[config.mk]
export PLATFORM = sky130hd
export DESIGN_NAME = uart_rx_engine_flat
export DESIGN_NICKNAME = d
export VERILOG_FILES = /design/src/rtl/uart_rx_engine_pkg.sv /design/src/rtl/uart_rx_engine_if.sv /design/src/rtl/uart_rx_engine_fifo.sv /design/src/rtl/uart_rx_engine.sv /design/src/flat_wrapper.sv
export SDC_FILE = /design/constraint.sdc
export NUM_CORES = 1
export LEC_CHECK = 0
export ABC_AREA = 1
export CAP_MARGIN = 40
export CELL_PAD_IN_SITES_DETAIL_PLACEMENT = 1
export CELL_PAD_IN_SITES_GLOBAL_PLACEMENT = 1
export CORE_ASPECT_RATIO = 0.75
export CORE_UTILIZATION = 30
export CTS_BUF_LIST = sky130_fd_sc_hd__clkbuf_4
export CTS_CLUSTER_SIZE = 12
export DETAILED_ROUTE_END_ITERATION = 10
export HOLD_SLACK_MARGIN = 0.02
export PLACE_DENSITY = 0.6
export SYNTH_ARGS = -nofsm -noshare
export SYNTH_HDL_FRONTEND = slang
export SYNTH_SLANG_ARGS = --single-unit
[constraint.sdc]
create_clock -name clk -period 4.2 [get_ports clk]
set_clock_uncertainty 0.1 [all_clocks]
set_input_delay 1.05 -clock clk [delete_from_list [all_inputs] [get_ports clk]]
set_output_delay 1.05 -clock clk [all_outputs]
set_load 0.01 [all_outputs]
[src/rtl/uart_rx_engine_pkg.sv]
// Shared types and constants for the UART receive engine.
// Provides the FSM state type, parity codes, status bit positions and the parity helper.
package uart_rx_pkg;

  typedef enum logic [2:0] {
    IDLE,
    START,
    DATA,
    PARITY,
    STOP,
    BRKWAIT
  } rx_state_t;

  typedef enum logic [2:0] {
    PAR_NONE  = 3'd0,
    PAR_ODD   = 3'd1,
    PAR_EVEN  = 3'd2,
    PAR_MARK  = 3'd3,
    PAR_SPACE = 3'd4
  } parity_t;

  // Status bit positions inside the 3-bit {brk,ferr,perr} field above the data
  localparam int ST_PERR = 0;
  localparam int ST_FERR = 1;
  localparam int ST_BRK  = 2;

  // Undefined codes fall through to the space rule
  function automatic logic par_expected(input logic [2:0] mode, input logic dataXor);
    case (mode)
      PAR_ODD:  return ~dataXor;
      PAR_EVEN: return dataXor;
      PAR_MARK: return 1'b1;
      default:  return 1'b0;
    endcase
  endfunction

endpackage

[src/rtl/uart_rx_engine_if.sv]
// Receive-FIFO read port of the UART receive engine.
// master = engine side (presents head entry), slave = consumer side (issues pops).
interface uart_rx_engine_if #(
  parameter int DATA_W     = 9,
  parameter int FIFO_DEPTH = 64
);
  localparam int LVL_W = $clog2(FIFO_DEPTH) + 1;

  logic                rd_i;
  logic [DATA_W+2:0]   data_o;
  logic                empty_o;
  logic                full_o;
  logic [LVL_W-1:0]    level_o;

  modport master (
    input  rd_i,
    output data_o,
    output empty_o,
    output full_o,
    output level_o
  );

  modport slave (
    output rd_i,
    input  data_o,
    input  empty_o,
    input  full_o,
    input  level_o
  );
endinterface

[src/rtl/uart_rx_engine_fifo.sv]
// Synchronous first-word-fall-through FIFO for received characters.
// A write into a full FIFO is accepted only when a pop happens in the same clock; otherwise o_drop pulses.
module uart_rx_fifo #(
  parameter int WIDTH = 12,
  parameter int DEPTH = 64
) (
  input  logic                     clk,
  input  logic                     rst,
  input  logic                     i_wr,
  input  logic [WIDTH-1:0]         i_wdata,
  input  logic                     i_rd,
  output logic [WIDTH-1:0]         o_rdata,
  output logic                     o_empty,
  output logic                     o_full,
  output logic [$clog2(DEPTH):0]   o_level,
  output logic                     o_drop
);
  localparam int AW = $clog2(DEPTH);

  logic [WIDTH-1:0] r_mem [DEPTH];
  logic [AW:0]      r_wrPtr;
  logic [AW:0]      r_rdPtr;
  logic [AW:0]      w_level;
  logic             w_empty;
  logic             w_full;
  logic             w_doWr;
  logic             w_doRd;

  assign w_level = r_wrPtr - r_rdPtr;
  assign w_empty = (w_level == '0);
  assign w_full  = (w_level == (AW+1)'(DEPTH));
  assign w_doRd  = i_rd && !w_empty;
  assign w_doWr  = i_wr && (!w_full || i_rd);

  always_ff @(posedge clk or negedge rst) begin
    if (!rst) begin
      r_wrPtr <= '0;
      r_rdPtr <= '0;
    end else begin
      if (w_doWr) r_wrPtr <= r_wrPtr + 1'b1;
      if (w_doRd) r_rdPtr <= r_rdPtr + 1'b1;
    end
  end

  always_ff @(posedge clk) begin
    if (w_doWr) r_mem[r_wrPtr[AW-1:0]] <= i_wdata;
  end

  // Head is forced to zero while empty so the output is defined straight out of reset
  assign o_rdata = w_empty ? '0 : r_mem[r_rdPtr[AW-1:0]];
  assign o_empty = w_empty;
  assign o_full  = w_full;
  assign o_level = w_level;
  assign o_drop  = i_wr && w_full && !i_rd;

endmodule

[src/rtl/uart_rx_engine.sv]
// UART receive engine: 2-FF synchroniser, oversampling deframer FSM, error counters and receive FIFO.
// Defining UART_RX_TIMEOUT_EN builds the idle-timeout counter behind rx_timeout_o.
module uart_rx_engine
  import uart_rx_pkg::*;
#(
  parameter int OVS        = 16,
  parameter int DATA_W     = 9,
  parameter int FIFO_DEPTH = 64,
  parameter int TO_BITS    = 32
) (
  input  logic              clk,
  input  logic              rst,
  input  logic              acq_i,
  input  logic              rx_i,
  input  logic [3:0]        char_len_i,
  input  logic [2:0]        parity_i,
  input  logic              stop2_i,
  input  logic              msb_first_i,
  uart_rx_engine_if.master  fifo_if,
  output logic [7:0]        perr_cnt_o,
  output logic [7:0]        ferr_cnt_o,
  output logic [7:0]        ovr_cnt_o,
  output logic              rx_timeout_o
);
  localparam int PH_W  = $clog2(OVS);
  localparam int LVL_W = $clog2(FIFO_DEPTH) + 1;
  localparam int ENT_W = DATA_W + 3;

  localparam logic [PH_W-1:0] PH_S0   = PH_W'(OVS/2 - 1);
  localparam logic [PH_W-1:0] PH_S1   = PH_W'(OVS/2);
  localparam logic [PH_W-1:0] PH_S2   = PH_W'(OVS/2 + 1);
  localparam logic [PH_W-1:0] PH_LAST = PH_W'(OVS - 1);
  localparam logic [3:0]      LEN_MIN = 4'd5;
  localparam logic [3:0]      LEN_MAX = 4'(DATA_W);

  logic              r_rxSync1;
  logic              r_rxSync2;
  logic              r_rxPrev;
  rx_state_t         r_state;
  logic [PH_W-1:0]   r_phase;
  logic [1:0]        r_samp;
  logic [DATA_W-1:0] r_shift;
  logic [3:0]        r_bitCnt;
  logic [3:0]        r_len;
  logic [2:0]        r_par;
  logic              r_stop2;
  logic              r_msbFirst;
  logic              r_perr;
  logic              r_ferr;
  logic              r_parBit;
  logic              r_stopIdx;
  logic              r_wr;
  logic [ENT_W-1:0]  r_wrData;
  logic [7:0]        r_perrCnt;
  logic [7:0]        r_ferrCnt;
  logic [7:0]        r_ovrCnt;

  rx_state_t         w_stateNxt;
  logic [PH_W-1:0]   w_phaseNxt;
  logic [1:0]        w_sampNxt;
  logic [DATA_W-1:0] w_shiftNxt;
  logic [3:0]        w_bitCntNxt;
  logic [3:0]        w_lenNxt;
  logic [2:0]        w_parNxt;
  logic              w_stop2Nxt;
  logic              w_msbNxt;
  logic              w_perrNxt;
  logic              w_ferrNxt;
  logic              w_parBitNxt;
  logic              w_stopIdxNxt;
  logic              w_wrNxt;
  logic [ENT_W-1:0]  w_wrDataNxt;

  logic              w_fall;
  logic              w_decide;
  logic              w_maj;
  logic              w_ferrFinal;
  logic              w_brk;
  logic [3:0]        w_lenClamp;
  logic [DATA_W-1:0] w_data;
  logic [ENT_W-1:0]  w_fifoData;
  logic              w_empty;
  logic              w_full;
  logic [LVL_W-1:0]  w_level;
  logic              w_drop;

  // Synchroniser and edge-history flops idle high so reset never looks like a start bit
  always_ff @(posedge clk or negedge rst) begin
    if (!rst) begin
      r_rxSync1 <= 1'b1;
      r_rxSync2 <= 1'b1;
      r_rxPrev  <= 1'b1;
    end else begin
      r_rxSync1 <= rx_i;
      r_rxSync2 <= r_rxSync1;
      r_rxPrev  <= r_rxSync2;
    end
  end

  assign w_fall      = r_rxPrev && !r_rxSync2;
  assign w_decide    = acq_i && (r_phase == PH_S2);
  assign w_maj       = (r_samp[0] & r_samp[1]) | (r_samp[0] & r_rxSync2) | (r_samp[1] & r_rxSync2);
  assign w_ferrFinal = r_ferr | ~w_maj;
  assign w_data      = r_msbFirst ? r_shift : (r_shift >> (LEN_MAX - r_len));
  assign w_brk       = w_ferrFinal && (w_data == '0) && !r_parBit;
  assign w_lenClamp  = (char_len_i < LEN_MIN) ? LEN_MIN :
                       (char_len_i > LEN_MAX) ? LEN_MAX : char_len_i;

  always_ff @(posedge clk or negedge rst) begin
    if (!rst) begin
      r_state    <= IDLE;
      r_phase    <= '0;
      r_samp     <= 2'b11;
      r_shift    <= '0;
      r_bitCnt   <= '0;
      r_len      <= 4'd8;
      r_par      <= 3'd0;
      r_stop2    <= 1'b0;
      r_msbFirst <= 1'b0;
      r_perr     <= 1'b0;
      r_ferr     <= 1'b0;
      r_parBit   <= 1'b0;
      r_stopIdx  <= 1'b0;
      r_wr       <= 1'b0;
      r_wrData   <= '0;
    end else begin
      r_state    <= w_stateNxt;
      r_phase    <= w_phaseNxt;
      r_samp     <= w_sampNxt;
      r_shift    <= w_shiftNxt;
      r_bitCnt   <= w_bitCntNxt;
      r_len      <= w_lenNxt;
      r_par      <= w_parNxt;
      r_stop2    <= w_stop2Nxt;
      r_msbFirst <= w_msbNxt;
      r_perr     <= w_perrNxt;
      r_ferr     <= w_ferrNxt;
      r_parBit   <= w_parBitNxt;
      r_stopIdx  <= w_stopIdxNxt;
      r_wr       <= w_wrNxt;
      r_wrData   <= w_wrDataNxt;
    end
  end

  // Every state acts at its majority decision, so the phase counter runs freely across the frame
  always_comb begin
    w_stateNxt   = r_state;
    w_phaseNxt   = r_phase;
    w_sampNxt    = r_samp;
    w_shiftNxt   = r_shift;
    w_bitCntNxt  = r_bitCnt;
    w_lenNxt     = r_len;
    w_parNxt     = r_par;
    w_stop2Nxt   = r_stop2;
    w_msbNxt     = r_msbFirst;
    w_perrNxt    = r_perr;
    w_ferrNxt    = r_ferr;
    w_parBitNxt  = r_parBit;
    w_stopIdxNxt = r_stopIdx;
    w_wrNxt      = 1'b0;
    w_wrDataNxt  = r_wrData;

    if (acq_i) begin
      w_phaseNxt = (r_phase == PH_LAST) ? '0 : r_phase + 1'b1;
      if (r_phase == PH_S0) w_sampNxt[0] = r_rxSync2;
      if (r_phase == PH_S1) w_sampNxt[1] = r_rxSync2;
    end

    case (r_state)
      IDLE: begin
        if (w_fall) begin
          w_stateNxt = START;
          w_phaseNxt = '0;
        end
      end
      START: begin
        if (w_decide) begin
          if (w_maj) begin
            w_stateNxt = IDLE;
          end else begin
            w_stateNxt   = DATA;
            w_lenNxt     = w_lenClamp;
            w_parNxt     = parity_i;
            w_stop2Nxt   = stop2_i;
            w_msbNxt     = msb_first_i;
            w_shiftNxt   = '0;
            w_bitCntNxt  = '0;
            w_perrNxt    = 1'b0;
            w_ferrNxt    = 1'b0;
            w_parBitNxt  = 1'b0;
            w_stopIdxNxt = 1'b0;
          end
        end
      end
      DATA: begin
        if (w_decide) begin
          w_shiftNxt  = r_msbFirst ? {r_shift[DATA_W-2:0], w_maj} : {w_maj, r_shift[DATA_W-1:1]};
          w_bitCntNxt = r_bitCnt + 1'b1;
          if (r_bitCnt == r_len - 4'd1) begin
            w_stateNxt = (r_par != 3'(PAR_NONE)) ? PARITY : STOP;
          end
        end
      end
      PARITY: begin
        if (w_decide) begin
          w_parBitNxt = w_maj;
          w_perrNxt   = (w_maj != par_expected(r_par, ^r_shift));
          w_stateNxt  = STOP;
        end
      end
      STOP: begin
        if (w_decide) begin
          w_ferrNxt = w_ferrFinal;
          if (r_stop2 && !r_stopIdx) begin
            w_stopIdxNxt = 1'b1;
          end else begin
            w_wrNxt                     = 1'b1;
            w_wrDataNxt[DATA_W-1:0]     = w_data;
            w_wrDataNxt[DATA_W+ST_PERR] = r_perr;
            w_wrDataNxt[DATA_W+ST_FERR] = w_ferrFinal;
            w_wrDataNxt[DATA_W+ST_BRK]  = w_brk;
            w_stateNxt                  = w_brk ? BRKWAIT : IDLE;
            w_phaseNxt                  = '0;
          end
        end
      end
      BRKWAIT: begin
        // Phase counts consecutive high samples; any low sample restarts the bit-time
        if (acq_i) begin
          if (!r_rxSync2) begin
            w_phaseNxt = '0;
          end else if (r_phase == PH_LAST) begin
            w_stateNxt = IDLE;
          end
        end
      end
      default: w_stateNxt = IDLE;
    endcase
  end

  // Error counters saturate; perr/ferr count on every completed frame, dropped or not
  always_ff @(posedge clk or negedge rst) begin
    if (!rst) begin
      r_perrCnt <= '0;
      r_ferrCnt <= '0;
      r_ovrCnt  <= '0;
    end else begin
      if (r_wr && r_wrData[DATA_W+ST_PERR] && (r_perrCnt != 8'hFF)) r_perrCnt <= r_perrCnt + 8'd1;
      if (r_wr && r_wrData[DATA_W+ST_FERR] && (r_ferrCnt != 8'hFF)) r_ferrCnt <= r_ferrCnt + 8'd1;
      if (w_drop && (r_ovrCnt != 8'hFF)) r_ovrCnt <= r_ovrCnt + 8'd1;
    end
  end

  uart_rx_fifo #(
    .WIDTH (ENT_W),
    .DEPTH (FIFO_DEPTH)
  ) u_fifo (
    .clk     (clk),
    .rst     (rst),
    .i_wr    (r_wr),
    .i_wdata (r_wrData),
    .i_rd    (fifo_if.rd_i),
    .o_rdata (w_fifoData),
    .o_empty (w_empty),
    .o_full  (w_full),
    .o_level (w_level),
    .o_drop  (w_drop)
  );

  assign fifo_if.data_o  = w_fifoData;
  assign fifo_if.empty_o = w_empty;
  assign fifo_if.full_o  = w_full;
  assign fifo_if.level_o = w_level;
  assign perr_cnt_o      = r_perrCnt;
  assign ferr_cnt_o      = r_ferrCnt;
  assign ovr_cnt_o       = r_ovrCnt;

`ifdef UART_RX_TIMEOUT_EN
  localparam int TO_W = $clog2(TO_BITS + 1);

  logic [PH_W-1:0] r_toPhase;
  logic [TO_W-1:0] r_toBits;
  logic            r_timeout;
  logic            w_toClear;

  assign w_toClear = fifo_if.rd_i || w_empty || ((r_state == IDLE) && w_fall);

  // Bit-times are counted only while idle with unread data waiting
  always_ff @(posedge clk or negedge rst) begin
    if (!rst) begin
      r_toPhase <= '0;
      r_toBits  <= '0;
      r_timeout <= 1'b0;
    end else if (w_toClear) begin
      r_toPhase <= '0;
      r_toBits  <= '0;
      r_timeout <= 1'b0;
    end else begin
      if (r_toBits == TO_W'(TO_BITS)) r_timeout <= 1'b1;
      if ((r_state == IDLE) && acq_i) begin
        if (r_toPhase == PH_LAST) begin
          r_toPhase <= '0;
          if (r_toBits != TO_W'(TO_BITS)) r_toBits <= r_toBits + 1'b1;
        end else begin
          r_toPhase <= r_toPhase + 1'b1;
        end
      end
    end
  end

  assign rx_timeout_o = r_timeout;
`else
  logic [31:0] w_unusedToBits;
  assign w_unusedToBits = TO_BITS;
  assign rx_timeout_o   = 1'b0;
`endif

endmodule
[src/flat_wrapper.sv]
// flat-port wrapper written by rule: the top's interface ports become plain ports
module uart_rx_engine_flat import uart_rx_pkg::*;
#(
  parameter int OVS        = 16,
  parameter int DATA_W     = 9,
  parameter int FIFO_DEPTH = 64,
  parameter int TO_BITS    = 32
)
  (clk, rst, acq_i, rx_i, char_len_i, parity_i, stop2_i, msb_first_i, perr_cnt_o, ferr_cnt_o, ovr_cnt_o, rx_timeout_o, fifo_if_rd_i, fifo_if_data_o, fifo_if_empty_o, fifo_if_full_o, fifo_if_level_o);
  uart_rx_engine_if #(.DATA_W(DATA_W), .FIFO_DEPTH(FIFO_DEPTH)) fifo_if_i ();
  input  logic clk;
  input  logic rst;
  input  logic acq_i;
  input  logic rx_i;
  input  logic [3:0] char_len_i;
  input  logic [2:0] parity_i;
  input  logic stop2_i;
  input  logic msb_first_i;
  output logic [7:0] perr_cnt_o;
  output logic [7:0] ferr_cnt_o;
  output logic [7:0] ovr_cnt_o;
  output logic rx_timeout_o;
  input wire logic [$bits(fifo_if_i.rd_i)-1:0] fifo_if_rd_i;
  output wire logic [$bits(fifo_if_i.data_o)-1:0] fifo_if_data_o;
  output wire logic [$bits(fifo_if_i.empty_o)-1:0] fifo_if_empty_o;
  output wire logic [$bits(fifo_if_i.full_o)-1:0] fifo_if_full_o;
  output wire logic [$bits(fifo_if_i.level_o)-1:0] fifo_if_level_o;
  assign fifo_if_i.rd_i = fifo_if_rd_i;
  assign fifo_if_data_o = fifo_if_i.data_o;
  assign fifo_if_empty_o = fifo_if_i.empty_o;
  assign fifo_if_full_o = fifo_if_i.full_o;
  assign fifo_if_level_o = fifo_if_i.level_o;
  uart_rx_engine #(.OVS(OVS), .DATA_W(DATA_W), .FIFO_DEPTH(FIFO_DEPTH), .TO_BITS(TO_BITS)) u_core (.clk(clk), .rst(rst), .acq_i(acq_i), .rx_i(rx_i), .char_len_i(char_len_i), .parity_i(parity_i), .stop2_i(stop2_i), .msb_first_i(msb_first_i), .fifo_if(fifo_if_i), .perr_cnt_o(perr_cnt_o), .ferr_cnt_o(ferr_cnt_o), .ovr_cnt_o(ovr_cnt_o), .rx_timeout_o(rx_timeout_o));
endmodule
Word-level counts from Yosys, hierarchy flattened
Memory sizes are Yosys's and may differ from the RTL's.
Cells that the tools add are included.
Storage, ports and cells
  register bits after elaboration: 89
  RAM bits: 768
  input port bits: 14
  output and inout port bits: 46
  word-level logic and storage cells: 169
  memories: 1
Operators by class
  add/sub/neg operators: 10
  order comparisons: 2
  equal/unequal tests: 30
  shifts and indexed selects: 1
  multiplexer cells: 54
  bitwise gates (word level): 9
  reduce and logical (&&, ||, !) cells: 38
Memory list
  u_core.u_fifo.r_mem: words 64, bits a word 12, rd ports 1, clocked after memory_dff 0, wr ports 1, line uart_rx_engine_fifo.sv:20  | logic [WIDTH-1:0] r_mem [DEPTH];
Operators with widths (count)
  2-to-1 mux 4 bit: 12
  2-to-1 mux 9 bit: 5
  2-to-1 mux 3 bit: 12
  adder 8 x 1 -> 8 bit (second input constant): 3
  inequality test 8 bit (second input constant): 3
  inequality test 2 x 1 -> 1 bit (second input constant): 9
  one-hot mux 3 bit (6 select lines): 1
  one-hot mux 9 bit (2 select lines): 1
  adder 7 x 1 -> 7 bit (second input constant): 2
  logical AND 1 bit: 14
  2-to-1 mux 1 bit: 14
  equality test 3 x 2 -> 1 bit (second input constant): 4
  equality test 4 bit (second input constant): 3
  2-to-1 mux 12 bit: 1
  one-hot mux 4 bit (3 select lines): 1
  AND reduction 4 bit: 3
  AND reduction 10 bit: 1
  zero test 9 bit: 1
  XOR reduction 9 bit: 1
  >> shifter 9 x 4 -> 9 bit: 1
  adder 4 x 1 -> 4 bit (second input constant): 2
  one-hot mux 1 bit (2 select lines): 4
  one-hot mux 4 bit (2 select lines): 1
  equality test 7 bit (second input constant): 1
  25 further kinds: 44

Logic depth before layout (Yosys ltp)
  depth after elaboration: 11
  mapped depth: 17
  gate-level depth less buffers: 15

Hierarchy
A second synthesis with hierarchy kept.
Unflattened totals
  cells, all modules: 3355
  area total of the unflattened synthesis: 36457.5 um2
Modules (own cells, without submodules)
  uart_rx_fifo: instances 1, cells an instance 2827, area each 32342.3 um2, seq. area each 23412.5 um2
  uart_rx_engine: instances 1, cells an instance 528, area each 4115.2 um2, seq. area each 1884.3 um2

Least setup slack after synthesis
OpenSTA, ideal clock, no wires.
  path kind: register to output
  start point: register u_core.u_fifo.r_rdPtr[3]
  end point: output fifo_if_data_o[2]
  data arrival time: 2.676 ns
  data required time: 3.050 ns
  setup slack: 0.374 ns
  cell stages (with the launch flop): 13
  buffers on the path: 3
  path through: dfrtp_1 inv_1 clkbuf_1 clkbuf_1 ha_1 a21oi_2 nand2_1 xor2_1 nor2_2 nand3_1 buf_4 nand3_1 a21oi_1
On the way
  longest elaborated chain between the ends: 3
  elaborated cells on any way between the ends: 4
  those cells by class: 1 x add/sub; 1 x mux; 1 x reduce/logical; 1 x memory
RTL lines
  start: declaration: line uart_rx_engine_fifo.sv:22  | logic [AW:0] r_rdPtr;
  start signal: assignment: line uart_rx_engine_fifo.sv:41  | if (w_doRd) r_rdPtr <= r_rdPtr + 1'b1;
  subtractor 7 bit: line uart_rx_engine_fifo.sv:29  | assign w_level = r_wrPtr - r_rdPtr;
  net fifo_if_level_o[4]: line flat_wrapper.sv:27  | output wire logic [$bits(fifo_if_i.level_o)-1:0] fifo_if_level_o;
  zero test 7 bit: line uart_rx_engine_fifo.sv:30  | assign w_empty = (w_level == '0);
  2-to-1 mux 12 bit: line uart_rx_engine_fifo.sv:50  | assign o_rdata = w_empty ? '0 : r_mem[r_rdPtr[AW-1:0]];
  end: declaration: line flat_wrapper.sv:24  | output wire logic [$bits(fifo_if_i.data_o)-1:0] fifo_if_data_o;
The timed path passes the listed nets, and every way through them passes these cells.

Worst setup path after layout
  start point: register u_core.u_fifo.r_rdPtr[0]
  end point: output fifo_if_data_o[11]
On the way
  longest elaborated chain between the ends: 3
  elaborated cells on any way between the ends: 4
  those cells by class: 1 x add/sub; 1 x mux; 1 x reduce/logical; 1 x memory
RTL lines (line)
  subtractor 7 bit: uart_rx_engine_fifo.sv:29
  zero test 7 bit: uart_rx_engine_fifo.sv:30
  2-to-1 mux 12 bit (*): uart_rx_engine_fifo.sv:50
Mark *: on every way between the ends. The rest lies on a longest branch, timed or not.

==> flow_metrics.env <==
export IMPL_critPathLaunchType="flop"
export IMPL_synthMuxAreaShare_pct=0.06273
export IMPL_worstSetupPathType="flop to output port"
export IMPL_min_path_type="primary input to flop"
export IMPL_cpMostUsedCell="buf_6"
export IMPL_nNetsFinal=3537
export IMPL_holdPathStages=1
export IMPL_postRouteAntennaNets=0
export IMPL_syn_area_per_cell_um2=11.73
export IMPL_r2r_start="u_core.u_fifo.r_rdPtr[0]"
export IMPL_fin_crit_ns=4.677
export IMPL_synth_top_family_by_area="simple AND/OR/NAND/NOR gates"
export IMPL_hold_end="u_core.r_rxSync1"
export IMPL_status="finished, violations left"
export IMPL_drt_wl_total_mm=124.3
export IMPL_clockBufferDepth=3
export IMPL_reg2reg_slack_ns=0.69
export IMPL_grt_overflow=0
export IMPL_postSynth_asyncResetShare_pct=10.39
export IMPL_drt_iter0_drc=2270
export IMPL_crit_start="u_core.u_fifo.r_rdPtr[0]"
export IMPL_fillCellCount=12790
export IMPL_cts_root_buffer="clkbuf_4"
export IMPL_slowest_stage="dfrtp_4"
export IMPL_ff_latch_area_um2=25320
export IMPL_setup_viol=15
export IMPL_synthFlopType="edfxtp_1"
export IMPL_yosys_area_share_simple_pct=14.83
export IMPL_num_vias=26530
export IMPL_slew_headroom_pct=39.14
export IMPL_ioPinCount=60
export IMPL_grt_use_total_pct=20.28
export IMPL_grt_pass1_vias=26960
export IMPL_hold_ws_ns=0.2311
export IMPL_worst_slew_pin_slew_ns=0.9128
export IMPL_finalCritPeriodShare_pct=111.3
export IMPL_worst_slack_ns=-0.4766
export IMPL_ys_warn_count=0
export IMPL_crit_fanout=3
export IMPL_timing_fmax_mhz=213.8
export IMPL_place_hpwl_mm=76.98
export IMPL_fin_cells=5225
export IMPL_synthXorXnorAreaFrac_pct=1.164
export IMPL_p_leak_nw=15.89
export IMPL_clkSinkCount=857
export IMPL_cts_tree="done"
export IMPL_synthesis_area_um2=35900
export IMPL_drv_cap=0
export IMPL_final_cell_mix="edfxtp_1, nand2_1, clkbuf_4"
export IMPL_ir_worst_vdd_mv=0.2982
export IMPL_numPortBuffers=58
export IMPL_seq_area_frac_synth_pct=70.46
export IMPL_synth_edf_count=768
export IMPL_rows=109
export IMPL_dp_cells=4771
export IMPL_rsz0062_at_grt="true"
export IMPL_dr_pass1_iters=5
export IMPL_synth_distinct_cells=55
export IMPL_layout_commonest_cell="edfxtp_1"
export IMPL_r2r_cells=13
export IMPL_drv_slew=0
export IMPL_start_util_pct=30.36
export IMPL_numCtsBuffers=220
export IMPL_grt_max_degree=66
export IMPL_die_w_um=401.4
export IMPL_syn_to_final_growth_pct=25.77
export IMPL_clock_latency_ns=1.12
export IMPL_worst_ep_arrival_time_ns=3.53
export IMPL_antenna_found_initial=5
export IMPL_via_per_inst=5.077
export IMPL_power_density_nw_per_um2=648.8
export IMPL_synth_compound_gate_area_share_pct=9.406
export IMPL_dieArea_um2=121100
export IMPL_violations="negative setup slack"
export IMPL_timing_critical_path_slowest_cell_delay_ns=0.48
export IMPL_clkTransAtPathRegs_ns=0.07
export IMPL_drt_wirelength_per_cell_um=23.79
export IMPL_required_ns=3.05
export IMPL_path_cells="ha_4, inv_2, fa_2, nand3_2, nand2_2, xor2_2, nor2_2, nand3_4, buf_12, clkinvlp_4, buf_6, buf_6, nor2_4, buf_6"
export IMPL_finalSetupTns_ns=-5.824
export IMPL_die_y_um=301.6
export IMPL_grt_pass1_wl_mm=181.4
export IMPL_h_tree_depth=4
export IMPL_gp_congestion=0.8683
export IMPL_synth_ff_latch_count=857
export IMPL_netlist_instances=3060
export IMPL_holdCritStartpoint="rx_i"
export IMPL_r2r_end="u_core.u_fifo.r_mem[60][9]"
export IMPL_synthAdderAreaFrac_pct=0.6482
export IMPL_route_detailed_drc=0
export IMPL_multi_input_area_um2=10340
export IMPL_hold_viol_final=0
export IMPL_core_um2=118200
export IMPL_synth_fp_nets=3092
export IMPL_end_kind="output port"
export IMPL_layout_drive_gt1_share_pct=25.26
-- cell type report --
type | instances | area share (%)
Sequential cell | 857 | 56.08
Tap cell | 1554 | 4.306
Antenna cell | 5 | 0.02771
Timing Repair Buffer | 393 | 9.460
Clock inverter | 62 | 0.8147
Multi-Input combinational cell | 1917 | 22.91
Clock buffer | 321 | 5.337
Inverter | 116 | 1.070
-- cells in the mapped netlist, drive strengths merged (3+ instances only) --
master     n  area share (%)
a32oi     13            0.32
o22ai     18            0.31
nor2     216             2.4
a21oi    272             3.8
clkbuf    46            0.48
dfrtp     83             5.8
clkinv     3           0.031
o2111ai    4           0.098
o221ai    21            0.51
nand3    229             3.3
nand4     17            0.38
o21ai    104             1.4
edfxtp   768              64
a22o      13            0.32
a31oi      4           0.087
dfstp      6            0.44
buf      124             1.7
nand2    795             8.3
nor3      20            0.29
xor2      31            0.78
o211ai    22            0.47
a22oi     82             1.7
inv      113             1.2
a32o       5            0.14
ha        17            0.59
o21bai     3           0.063
xnor2     15            0.39
-- kinds of logic (layout without fill, tap and decap cells) --
group,count (synthesis),after routing
AND/OR/NAND/NOR,1284,1284
flip-flops,857,857
AO/OA/AOI/OAI,566,566
buffers and inverters,286,892
XOR/XNOR,46,46
adder cells (fa/ha/maj),18,18
multiplexers,2,2
other,1,6
-- routing by layer --
metal  share of wire [%]  global-route usage [%]  vias to the layer above
li1                    -                       -                    11980
met1                  47                   29.83                    13480
met2                  43                   29.13                      895
met3                 8.4                   5.213                      170
met4                 1.9                   5.975                        2
met5               0.010                       0                        -
-- metrics by stage --
step / worst slack, ns / instance area, um2 / total power, mW / util [%]
2_1_floorplan: 0.3735 / 35900 / 15.13 / -
3_3_place_gp: 0.005283 / 40030 / 19.79 / 33.86
5_1_grt: -0.6356 / 45150 / 30.81 / 38.18
3_5_place_dp: -0.003475 / 40240 / 19.95 / 34.03
6_report: -0.4766 / 45150 / 29.30 / 38.19
4_1_cts: -0.5893 / 44400 / 28.68 / 37.55
-- critical path: cells and delay by family, from the launching register on --
kind,cells,cell delay [ns]
buffers and inverters,6,0.72
DFF,1,0.48
xor gates and xnor gates,1,0.19
and+or+nand+nor,5,0.50
adders and majority gates,2,0.52
-- worst max-delay path by stage --
stage,end,depth (start not counted)
floorplan,fifo_if_data_o[2],12
global placement,fifo_if_data_o[3],16
detailed placement,fifo_if_data_o[3],16
CTS,fifo_if_data_o[2],14
global route,fifo_if_data_o[11],13
finish,fifo_if_data_o[11],14
-- power by group --
group          switching (mW)  leakage (nW)  internal [mW]
combinational            7.60          7.83           4.89
sequential              0.184          6.39           9.29
clock                    3.59          1.67           3.73
total                    11.4          15.9           17.9
-- what timing repair did --
action | 4_1_cts | 5_1_grt
pin swaps | 51 | 58
gates cloned | 9 | 5
endpoints found under the setup margin | 20 | 16
buffers inserted | 49 | 11
hold buffers | 1 | 0
resized for setup | 262 | 129
hold endpoints to repair | 59 | 0
-- registers in the layout (all words and copies together) (netlist names), 7 cells and up --
signal                 cells
u_core.perr_cnt_o          8
u_core.u_fifo.r_mem      768
u_core.ovr_cnt_o           8
u_core.r_wrData           12
u_core.r_shift             9
u_core.u_fifo.r_rdPtr      7
u_core.ferr_cnt_o          8
u_core.u_fifo.r_wrPtr      7
No activity file was read; power rests on OpenSTA's default activity.
